[src/rtl/pt2262_tx.sv]
// pt2262_tx: PT2262-style tri-state OOK encoder, 1..N frames per request then a done pulse.
// Optional PT2262_TX_ABORT_EN adds an abort input that drops an in-flight request without done.
module pt2262_tx #(
   parameter int N_TRITS   = 12,
   parameter int ALPHA_CYC = 4,
   parameter int REPEAT_W  = 4
) (
   input  logic                   clk,
   input  logic                   rst,
   input  logic                   in_valid,
   output logic                   in_ready,
   input  logic [2*N_TRITS-1:0]   in_code,
   input  logic [REPEAT_W-1:0]    in_repeats,
`ifdef PT2262_TX_ABORT_EN
   input  logic                   abort,
`endif
   output logic                   q,
   output logic                   busy,
   output logic                   done
);
   localparam int AW = $clog2(ALPHA_CYC + 1);
   localparam int TW = $clog2(N_TRITS + 1);
   typedef enum logic [1:0] {IDLE, TRIT, SYNC} state_t;
   state_t               state, state_n;
   logic [AW-1:0]        ac, ac_n;
   logic [4:0]           sc, sc_n;
   logic [TW-1:0]        ti, ti_n;
   logic [REPEAT_W-1:0]  rep, rep_n;
   logic [2*N_TRITS-1:0] code, code_n;
   logic                 done_n, q_n, alpha_end, abort_go, hb;
   logic [1:0]           pair;
`ifdef PT2262_TX_ABORT_EN
   assign abort_go = abort && state != IDLE;
`else
   assign abort_go = 1'b0;
`endif
   assign alpha_end = ac == AW'(ALPHA_CYC - 1);
   assign in_ready  = state == IDLE;
   assign busy      = state != IDLE;
   always_comb begin
      state_n = state;
      ac_n    = ac;
      sc_n    = sc;
      ti_n    = ti;
      rep_n   = rep;
      code_n  = code;
      done_n  = 1'b0;
      case (state)
         IDLE: if (in_valid) begin
            state_n = TRIT;
            ac_n    = '0;
            sc_n    = '0;
            ti_n    = '0;
            rep_n   = in_repeats == '0 ? '0 : in_repeats - 1'b1;
            code_n  = in_code;
         end
         TRIT: begin
            ac_n = alpha_end ? '0 : ac + 1'b1;
            if (alpha_end && sc == 5'd7) begin
               sc_n    = '0;
               ti_n    = ti == TW'(N_TRITS - 1) ? '0 : ti + 1'b1;
               state_n = ti == TW'(N_TRITS - 1) ? SYNC : TRIT;
            end else if (alpha_end)
               sc_n = sc + 1'b1;
         end
         SYNC: begin
            ac_n = alpha_end ? '0 : ac + 1'b1;
            if (alpha_end && sc == 5'd31) begin
               sc_n    = '0;
               state_n = rep == '0 ? IDLE : TRIT;
               done_n  = rep == '0;
               rep_n   = rep == '0 ? rep : rep - 1'b1;
            end else if (alpha_end)
               sc_n = sc + 1'b1;
         end
         default: state_n = IDLE;
      endcase
      if (abort_go) begin
         state_n = IDLE;
         done_n  = 1'b0;
      end
      // q is registered, so the level is derived from where the counters are about to be
      pair = code_n[2*(N_TRITS-1-int'(ti_n)) +: 2];
      hb   = pair == 2'b11 || (pair != 2'b00 && sc_n[2]);
      q_n  = state_n == TRIT ? (hb ? sc_n[1:0] != 2'b11 : sc_n[1:0] == 2'b00)
                             : state_n == SYNC && sc_n == 5'd0;
   end
   always_ff @(posedge clk or posedge rst) begin
      if (rst) begin
         state <= IDLE;
         ac    <= '0;
         sc    <= '0;
         ti    <= '0;
         rep   <= '0;
         code  <= '0;
         done  <= 1'b0;
         q     <= 1'b0;
      end else begin
         state <= state_n;
         ac    <= ac_n;
         sc    <= sc_n;
         ti    <= ti_n;
         rep   <= rep_n;
         code  <= code_n;
         done  <= done_n;
         q     <= q_n;
      end
   end
endmodule

[config.mk]
export PLATFORM = sky130hd
export DESIGN_NAME = pt2262_tx
export DESIGN_NICKNAME = d
export VERILOG_FILES = /design/src/rtl/pt2262_tx.sv
export SDC_FILE = /design/constraint.sdc
export NUM_CORES = 1
export LEC_CHECK = 0
export ABC_CLOCK_PERIOD_IN_PS = 3720
export CAP_MARGIN = 20
export CELL_PAD_IN_SITES_DETAIL_PLACEMENT = 0
export CELL_PAD_IN_SITES_GLOBAL_PLACEMENT = 2
export CORE_UTILIZATION = 35
export DETAILED_ROUTE_END_ITERATION = 7
export GPL_TIMING_DRIVEN = 0
export PLACE_DENSITY = 0.81
export SLEW_MARGIN = 20
export SYNTH_ARGS = -nofsm -noshare
export SYNTH_HDL_FRONTEND = slang
export SYNTH_SLANG_ARGS = --single-unit
[constraint.sdc]
create_clock -name clk -period 3.72 [get_ports clk]
set_clock_uncertainty 0.1 [all_clocks]
set_input_delay 0.372 -clock clk [delete_from_list [all_inputs] [get_ports clk]]
set_output_delay 0.372 -clock clk [all_outputs]
set_load 0.1 [all_outputs]
==> impl_metrics.json <==
{
  "num_vias": 2056,
  "n_antenna_cell": 0,
  "dp_hpwl_um": 4280,
  "routedWlPerCell_um": 14.0,
  "io_pins": 35,
  "gp_congestion": 0.724,
  "slowest_delay_ns": 0.54,
  "tns_ns": 0,
  "yosysWarnings": 0,
  "max_freq_mhz": 302,
  "worstPathArrival_ns": 3.41,
  "dieArea_um2": 7850,
  "post-route-period-util_pct": 89.0,
  "cts_tree": "yes",
  "tightest_slew_ns": 0.966,
  "synth.net_count": 310,
  "dp_cells": 401,
  "clock-root-buffer": "clkbuf_8",
  "min_period_ns": 3.31,
  "die_h_um": 88.6,
  "totalWireLength_um": 5700,
  "yosys-top-cells-area": "dfrtp_1 (42%), mux2i_1 (6.5%), ha_1 (5.2%), inv_1 (3.9%), mux2_2 (3.4%)",
  "whs_ns": 0.300,
  "synthToLayoutAreaGrowth_pct": 21.8,
  "ir_drop_v": 0.000299,
  "critPathBufInv": 3,
  "drt_iter0_drc": 60,
  "setup_violations": 0,
  "overflow": 0,
  "first_pass_iters": 4,
  "h-tree-depth": 2,
  "maxCapViolCount": 0,
  "post_cts_buffers": 0,
  "cp-start-kind": "flop",
  "end_kind": "flop",
  "crit_fanout": 8,
  "finalHoldViolations": 0,
  "synth_cells": 268,
  "required_ns": 3.82,
  "antenna_found_initial": 0,
  "coreArea_um2": 7250,
  "yosysSeqAreaShare_pct": 41.9,
  "rsz0062_at_grt": "false",
  "drcViolationCount": 0,
  "yosys.area.top_type": "dfrtp_1",
  "power.density_nw_per_um2": 674,
  "instances_no_fill": 407,
  "num-nets-final": 351,
  "start_util_pct": 36.2,
  "async_reset_ff_share_pct": 100,
  "post_cts_resized": 0,
  "yosysUniqueCellTypes": 55,
  "synth_area_per_cell_um2": 9.79,
  "io_buffers": 33,
  "total_power_mw": 2.15,
  "grt_pass1_wl_um": 9960,
  "cts.reportedPaths.clkPinSlew_ns": 0.09,
  "crit_family": "compound AO/OA/AOI/OAI gates",
  "cts_num_sinks": 44,
  "ctsLongestPathBuffers": 2,
  "hp-class": "input pin to async pin",
  "cts_made_buffers": 5,
  "path_class": "flop to flop",
  "synthFlopType": "dfrtp_1",
  "grt_usage_pct": 16.5,
  "slew_headroom_pct": 35.4,
  "cp_slowest_cell": "a221oi_1",
  "synth_edf_count": 0,
  "synth_area_um2": 2630,
  "synth_top_area_share_pct": 41.9,
  "grt_max_degree": 27,
  "ys_ff_latch": 44,
  "vias_per_cell": 5.05,
  "crit_path_cell_trace": "inv_1 > ha_1 > buf_2 > mux2i_1 > a221oi_1 > inv_1 > ha_1 > nand2_1 > o32a_1 > o221ai_1 > a31oi_1 > o31ai_1",
  "antenna_left": 0,
  "rows": 31,
  "post_route_cells_drive_above_1_share_pct": 10.7,
  "slew_violations": 0,
  "outcome": "finished clean",
  "clkLatencyLatePin_ns": 0.29,
  "leakagePower_nw": 1.48,
  "dieWidth_um": 88.6,
  "postCtsHoldBufs": 0,
  "first_global_vias": 2120
}
worst paths after layout:
path                                     from                  to  slack, ns  cells past startpoint
hold / removal                            rst  code[21]$_DFF_PP0_       0.30                      2
max in group asynchronous                 rst      done$_DFF_PP0_       2.72                      3
setup reg to reg           state[0]$_DFF_PP0_         q$_DFF_PP0_       0.41                     12
setup / recovery           state[0]$_DFF_PP0_         q$_DFF_PP0_       0.41                     12
hold reg to reg            rep[1]$_DFFE_PP0P_  rep[1]$_DFFE_PP0P_       0.38                      1
min in group clk                     in_valid   ac[1]$_DFFE_PP0P_       0.37                      3
cell usage after synthesis (6+ instances only):
master,count
inv_1,27
a21oi_1,13
mux2i_1,17
nand3_1,7
nor3_1,9
maj3_1,7
o21ai_0,9
ha_1,11
dfrtp_1,44
a31oi_1,6
nor2_1,14
mux2_2,8
nand2_1,19
report_power, final:
part           internal [mW]  switching, mW  total [mW]
clock network          0.193          0.163       0.356
registers              0.666         0.0801       0.746
logic                  0.410          0.642        1.05
routing by layer:
layer / wire, um / up-vias / global-route usage, % / part of all wire (%)
li1: - / 1046 / - / -
met1: 2790 / 978 / 21.5 / 49
met2: 2700 / 30 / 28.1 / 47
met3: 174 / 2 / 3.17 / 3.1
met4: 35 / 0 / 4.40 / 0.61
met5: 0 / - / 0 / 0
worst reg2reg max path: stages, from the launching register on:
cell and delay [ns]:
dfrtp_1 0.45, inv_1 0.09, ha_1 0.21, buf_2 0.17, mux2i_1 0.20, a221oi_1 0.54
inv_1 0.13, ha_1 0.35, nand2_1 0.08, o32a_1 0.36, o221ai_1 0.22, a31oi_1 0.07
o31ai_1 0.22
kinds of logic after synthesis:
kind of cell | share of synthesized area (%)
adders and majority gates | 7.91
and+or+nand+nor | 16.8
muxes | 10.5
buffers and inverters | 5.91
DFF | 41.9
AOI/OAI and AO/OA | 16.9
state kept, by name, summed over array words and instances, names as in the netlist:
signal and flops:
rep 4, q 1, sc 5, done 1, ac 3, code 24
ti 4, state 2
metrics by stage:
stage               utilization [%]  setup WS, ns  area, um2
floorplan                         -         0.165       2630
global placement               42.5         0.501       3080
detailed placement             42.7         0.493       3100
CTS                            44.1         0.455       3200
global route                   44.1         0.239       3200
finish                         44.1         0.410       3200
placed cells by master, fill, tap and decap left out, drive strengths merged, types with 5 or more instances in the layout:
cell           instances
a211oi                 5
a21oi                 13
a31oi                  6
buf                    6
clkbuf                 9
clkdlybuf4s50         33
dfrtp                 44
ha                    11
inv                   29
maj3                   7
mux2                   9
mux2i                 17
nand2                 21
nand2b                 5
nand3                  7
nor2                  14
nor3                   9
nor3b                  5
o21ai                 11
final cells by class:
type / count / area (um2)
buffer: 9 / 46.3
clock buffer: 5 / 68.8
clock inverter: 1 / 30.0
fill: 718 / 4060
inverter: 29 / 109
multi-input combinational: 186 / 1370
sequential: 44 / 1100
tap: 99 / 124
timing repair buffer: 34 / 350
Note: power is estimated with default switching activity, not from simulation.
